## config.mk

```make
export PLATFORM = sky130hd
export DESIGN_NAME = ps2_rx_fifo
export DESIGN_NICKNAME = d
export VERILOG_FILES = /design/src/rtl/ps2_rx_fifo.sv
export SDC_FILE = /design/constraint.sdc
export NUM_CORES = 1
export LEC_CHECK = 0
export CORE_UTILIZATION = 60
export CTS_CLUSTER_DIAMETER = 120
export DETAILED_ROUTE_END_ITERATION = 10
export GPL_ROUTABILITY_DRIVEN = 0
export PLACE_DENSITY = 0.78
export SLEW_MARGIN = 5
export SYNTH_ARGS = -nofsm -noshare
export SYNTH_HDL_FRONTEND = slang
export SYNTH_SLANG_ARGS = --single-unit
```

## constraint.sdc

```tcl
create_clock -name mclk -period 7 [get_ports mclk]
set_input_delay 1.05 -clock mclk [delete_from_list [all_inputs] [get_ports mclk]]
set_output_delay 1.05 -clock mclk [all_outputs]
set_load 0.005 [all_outputs]
```

## src/rtl/ps2_rx_fifo.sv

```systemverilog
// PS/2 device-to-host receiver: pin synchronisers, clock deglitch filter, frame
// deserialiser with parity/stop/timeout checking, and a first-word-fall-through scancode FIFO.
module ps2_rx_fifo #(
  parameter int unsigned FILTER_LEN     = 8,
  parameter int unsigned TIMEOUT_CYCLES = 25000,
  parameter int unsigned FIFO_AW        = 3
) (
  input  logic               mclk,
  input  logic               reset_in,
  input  logic               ps2_clk_i,
  input  logic               ps2_data_i,
  output logic [7:0]         code_o,
  output logic               code_valid_o,
  input  logic               code_rd_i,
  output logic [FIFO_AW:0]   fifo_count_o,
  output logic               frame_err_o,
  output logic               overflow_o,
  input  logic               clear_err_i
);

  localparam int unsigned DEPTH = 2 ** FIFO_AW;
  localparam int unsigned FW    = $clog2(FILTER_LEN + 1);
  localparam int unsigned TW    = $clog2(TIMEOUT_CYCLES + 1);

  typedef enum logic [1:0] {S_IDLE, S_DATA, S_PARITY, S_STOP} state_t;

  logic          r_clk_s1, r_clk_s2, r_dat_s1, r_dat_s2;
  logic [FW-1:0] r_filt_cnt;
  logic          r_filt, r_filt_d;
  logic          w_fall;

  state_t        r_state, w_state_nxt;
  logic [7:0]    r_shreg;
  logic [2:0]    r_bitcnt;
  logic          r_pbit;
  logic [TW-1:0] r_to_cnt;
  logic          w_push, w_err, w_timeout;

  logic [7:0]         r_mem [DEPTH];
  logic [FIFO_AW-1:0] r_wr_ptr, r_rd_ptr;
  logic [FIFO_AW:0]   r_count;
  logic               w_full, w_empty, w_pop, w_wr;

  // Idle bus level is high on both lines, so synchronisers and filter reset to 1.
  always_ff @(posedge mclk or posedge reset_in) begin
    if (reset_in) begin
      r_clk_s1   <= 1'b1;
      r_clk_s2   <= 1'b1;
      r_dat_s1   <= 1'b1;
      r_dat_s2   <= 1'b1;
      r_filt_cnt <= '0;
      r_filt     <= 1'b1;
      r_filt_d   <= 1'b1;
    end else begin
      r_clk_s1 <= ps2_clk_i;
      r_clk_s2 <= r_clk_s1;
      r_dat_s1 <= ps2_data_i;
      r_dat_s2 <= r_dat_s1;
      r_filt_d <= r_filt;
      if (r_clk_s2 == r_filt) begin
        r_filt_cnt <= '0;
      end else if (r_filt_cnt == FW'(FILTER_LEN - 1)) begin
        r_filt     <= r_clk_s2;
        r_filt_cnt <= '0;
      end else begin
        r_filt_cnt <= r_filt_cnt + 1'b1;
      end
    end
  end

  assign w_fall    = r_filt_d & ~r_filt;
  assign w_timeout = (r_state != S_IDLE) && !w_fall && (r_to_cnt == TW'(TIMEOUT_CYCLES - 1));

  always_ff @(posedge mclk or posedge reset_in) begin
    if (reset_in) begin
      r_state <= S_IDLE;
    end else begin
      r_state <= w_state_nxt;
    end
  end

  always_comb begin
    w_state_nxt = r_state;
    w_push      = 1'b0;
    w_err       = 1'b0;
    if (w_timeout) begin
      w_state_nxt = S_IDLE;
      w_err       = 1'b1;
    end else if (w_fall) begin
      case (r_state)
        S_IDLE:   if (!r_dat_s2) w_state_nxt = S_DATA;
        S_DATA:   if (r_bitcnt == 3'd7) w_state_nxt = S_PARITY;
        S_PARITY: w_state_nxt = S_STOP;
        S_STOP: begin
          w_state_nxt = S_IDLE;
          if (((^r_shreg) ^ r_pbit) && r_dat_s2) w_push = 1'b1;
          else                                   w_err  = 1'b1;
        end
        default:  w_state_nxt = S_IDLE;
      endcase
    end
  end

  always_ff @(posedge mclk or posedge reset_in) begin
    if (reset_in) begin
      r_shreg     <= '0;
      r_bitcnt    <= '0;
      r_pbit      <= 1'b0;
      r_to_cnt    <= '0;
      frame_err_o <= 1'b0;
    end else begin
      frame_err_o <= w_err;
      if (r_state == S_IDLE || w_fall) r_to_cnt <= '0;
      else                             r_to_cnt <= r_to_cnt + 1'b1;
      if (w_fall) begin
        case (r_state)
          S_IDLE:   r_bitcnt <= '0;
          S_DATA: begin
            r_shreg  <= {r_dat_s2, r_shreg[7:1]};
            r_bitcnt <= r_bitcnt + 1'b1;
          end
          S_PARITY: r_pbit <= r_dat_s2;
          default:  ;
        endcase
      end
    end
  end

  assign w_full  = (r_count == (FIFO_AW + 1)'(DEPTH));
  assign w_empty = (r_count == '0);
  assign w_pop   = code_rd_i & ~w_empty;
  // When full, a same-cycle pop frees the head slot, which is exactly where wr_ptr points.
  assign w_wr    = w_push & (~w_full | w_pop);

  always_ff @(posedge mclk) begin
    if (w_wr) r_mem[r_wr_ptr] <= r_shreg;
  end

  always_ff @(posedge mclk or posedge reset_in) begin
    if (reset_in) begin
      r_wr_ptr   <= '0;
      r_rd_ptr   <= '0;
      r_count    <= '0;
      overflow_o <= 1'b0;
    end else begin
      if (w_wr)  r_wr_ptr <= r_wr_ptr + 1'b1;
      if (w_pop) r_rd_ptr <= r_rd_ptr + 1'b1;
      case ({w_wr, w_pop})
        2'b10:   r_count <= r_count + 1'b1;
        2'b01:   r_count <= r_count - 1'b1;
        default: r_count <= r_count;
      endcase
      if (clear_err_i)                        overflow_o <= 1'b0;
      else if (w_push && w_full && !w_pop)    overflow_o <= 1'b1;
    end
  end

  assign fifo_count_o = r_count;
  assign code_valid_o = ~w_empty;
  assign code_o       = w_empty ? '0 : r_mem[r_rd_ptr];

endmodule

```

==> load_flow_metrics.sql <==
INSERT INTO impl_metrics (metric_group, metric, value, unit) VALUES
('route', 'detailedRoute.firstIterationViolations', '141', ''),
('yosys', 'synth_enable_flop_cells', '64', ''),
('floorplan', 'design.die.area', '8690', 'um2'),
('route', 'wl_per_cell', '18.5', 'um'),
('clock_tree', 'cts_root_buf', 'clkbuf_8', ''),
('worst_setup_path', 'critical_path.max_fanout', '18', ''),
('clock_tree', 'cts_setup_buffers', '0', ''),
('floorplan', 'rows', '32', ''),
('clock_tree', 'tritoncts_num_sinks', '115', ''),
('grt', 'antenna_found_initial', '0', ''),
('worst_setup_path', 'crit_path_cell_trace', 'mux4_2, mux2i_1, nor2_1, clkdlybuf4s50_1', ''),
('pwr', 'sw_frac_of_total', '27.3', '%'),
('grt', 'grt_use_total', '23.5', '%'),
('timing', 'setup_violations', '0', ''),
('route', 'ant_nets', '0', ''),
('floorplan', 'start_util', '63.3', '%'),
('pwr', 'powerDensity', '375', 'nW/um2'),
('timing', 'worstMarginPinSlew', '1.23', 'ns'),
('floorplan', 'placeableCoreArea', '7890', 'um2'),
('pwr', 'leakage', '2.31', 'nW'),
('worst_hold_path', 'terminating_pin_of_the_worst_hold_path', 'r_dat_s2', ''),
('yosys', 'postSynthAreaPerCell', '14.8', 'um2'),
('worst_setup_path', 'worst-r2r-cell-count', '5', ''),
('timing', 'rsz0062_at_grt', 'no', ''),
('timing', 'period_share', '57.2', '%'),
('floorplan', 'die_h', '93.2', 'um'),
('clock_tree', 'htreeDepth', '4', ''),
('floorplan', 'die-width', '93.2', 'um'),
('worst_hold_path', 'hold_path_class', 'register to register', ''),
('clock_tree', 'clk_path_buf_depth', '2', ''),
('final_layout', 'final_layout_size_suffix_gt1_share', '20.7', '%'),
('worst_setup_path', 'reg2reg_setup_slack', '3.27', 'ns'),
('pwr', 'clockPowerShare', '38.2', '%'),
('clock_tree', 'cts.reportedPaths.clkPinSlew', '0.05', 'ns'),
('timing', 'hold_viol_final', '0', ''),
('pwr', 'cellInternalPower', '1.61', 'mW'),
('timing', 'fmax', '250', 'MHz'),
('clock_tree', 'cts_tree', 'done', ''),
('placement', 'dp_hpwl', '5460', 'um'),
('clock_tree', 'post_cts_resize_count', '0', ''),
('route', 'dr_total_vias', '2737', ''),
('yosys', 'syn_nets', '356', ''),
('worst_setup_path', 'regToRegStartpoint', 'r_shreg[1]', ''),
('final_layout', 'layout_commonest_cell', 'edfxtp_1', ''),
('placement', 'number_of_input_and_output_port_buffers_inserted', '20', ''),
('route', 'drt-pass1-iter-count', '4', ''),
('yosys', 'yosysWarningCount', '0', ''),
('worst_setup_path', 'worst-endpoint-arrival', '2.95', 'ns'),
('yosys', 'async_flop_share', '44.3', '%'),
('pwr', 'power.total', '2.21', 'mW'),
('clock_tree', 'postCtsHoldBufs', '0', ''),
('worst_setup_path', 'critPathMaxStageDelay', '1.05', 'ns'),
('yosys', 'post_synth_num_cell_types', '46', ''),
('flow_run', 'cap_viol_max_count', '0', ''),
('clock_tree', 'clk-insertion-delay-late', '0.50', 'ns'),
('worst_setup_path', 'r2r-end', 'r_mem[5][5]', ''),
('yosys', 'synth_cells', '337', ''),
('status', 'outcome', 'completed', ''),
('timing', 'drv_slew', '0', ''),
('final_layout', 'syn_to_final_growth', '18.2', '%'),
('yosys', 'synth_ff_type', 'edfxtp_1', ''),
('worst_hold_path', 'hp-start', 'r_dat_s1', ''),
('yosys', 'yosysSeqAreaShare', '64.2', '%'),
('timing', 'fin_skew', '0.0108', 'ns'),
('worst_setup_path', 'crit_path_end_kind', 'output port', ''),
('floorplan', 'io_pins', '21', ''),
('timing', 'timing.slew.headroom', '17.2', '%'),
('worst_setup_path', 'crit_slowest_cell', 'dfrtp_1', ''),
('worst_setup_path', 'worst-endpoint-required', '5.95', 'ns'),
('worst_setup_path', 'nature_of_the_critical_path_startpoint', 'register', ''),
('yosys', 'ys_seq_elements', '115', '');
sequential cells by signal (all words and copies together), names as in the netlist, 2 cells and up:
register / cells
r_bitcnt: 3
r_to_cnt: 15
fifo_count_o: 4
r_mem: 64
r_shreg: 8
r_state: 2
r_rd_ptr: 3
r_wr_ptr: 3
r_filt_cnt: 4
power groups by stage:
stage	Sequential [mW]	Combinational [mW]	Clock (mW)
after floorplan	0.840	0.383	0
after global placement	0.917	0.444	0
after detailed placement	0.920	0.460	0
after CTS	0.907	0.467	0.861
after global routing	0.920	0.511	0.889
final	0.905	0.463	0.847
area by class of cell:
class / count / area, um2
multi-input combinational: 196 / 1690
tap: 102 / 128
clock buffer: 22 / 463
sequential: 115 / 3210
timing repair buffer: 25 / 238
fill: 472 / 1980
clock inverter: 10 / 131
inverter: 14 / 52.6
worst max-delay path by stage:
stage,start,to,slack [ns],cells past startpoint
floorplan,code_rd_i,r_mem[1][0],3.95,4
global placement,r_shreg[0],r_mem[5][5],3.45,5
finish,r_rd_ptr[0],code_o[3],3.00,4
CTS,r_rd_ptr[0],code_o[3],2.93,4
detailed placement,r_shreg[0],r_mem[5][6],3.35,5
global route,r_rd_ptr[0],code_o[3],2.78,4
per-layer routing:
layer | track usage (%) | share of wire [%] | vias to the layer above
met3 | 6.18 | 3.5 | 8
met5 | 0 | 0 | -
met1 | 30.5 | 44 | 1366
met4 | 8.33 | 0.87 | 0
met2 | 38.4 | 51 | 58
li1 | - | - | 1305
per-stage QoR:
step	util (%)	setup slack (ns)	instance area (um2)	instances
final	74.8	3.00	5900	484
after global routing	74.8	2.78	5900	484
after CTS	74.8	2.93	5900	484
after detailed placement	67.3	3.35	5310	452
after global placement	67.3	3.45	5310	452
after floorplan	-	3.95	4990	337
cells in the mapped netlist (2+ instances only):
cell type	number	share of area, %
a21o_1	2	0.30
a21oi_1	4	0.40
a22o_1	2	0.35
a32o_1	3	0.60
buf_1	4	0.30
buf_2	2	0.20
clkbuf_1	5	0.38
dfrtp_1	45	23
dfstp_2	6	3.2
edfxtp_1	64	38
ha_1	12	3.0
inv_1	14	1.1
mux2_2	12	2.7
mux2i_1	13	2.6
mux4_2	16	7.2
nand2_1	19	1.4
nand3_1	9	0.90
nand4_1	2	0.25
nor2_1	33	2.5
nor2b_1	2	0.25
nor3_1	7	0.70
nor3b_1	3	0.45
nor4_1	2	0.25
nor4b_1	3	0.53
o21ai_0	5	0.50
or2_2	5	0.63
xnor2_1	14	2.5
xor2_1	11	1.9
kinds of logic after synthesis:
kind of cell / Yosys count / share of synthesized area [%]
buffers and inverters: 26 / 2.15
multiplexers: 42 / 12.8
flip-flops: 115 / 64.2
AO/OA/AOI/OAI: 21 / 2.91
XOR/XNOR: 27 / 5.31
AND/OR/NAND/NOR: 93 / 9.22
adder cells (fa/ha/maj): 13 / 3.41
worst max-delay path: cells and delay by family (launching register included):
family / cells / cell delay [ns]
muxes: 2 / 0.82
and+or+nand+nor: 1 / 0.09
DFF: 1 / 1.05
buffers and inverters: 1 / 0.50
No activity file was read; power rests on OpenSTA's default activity.
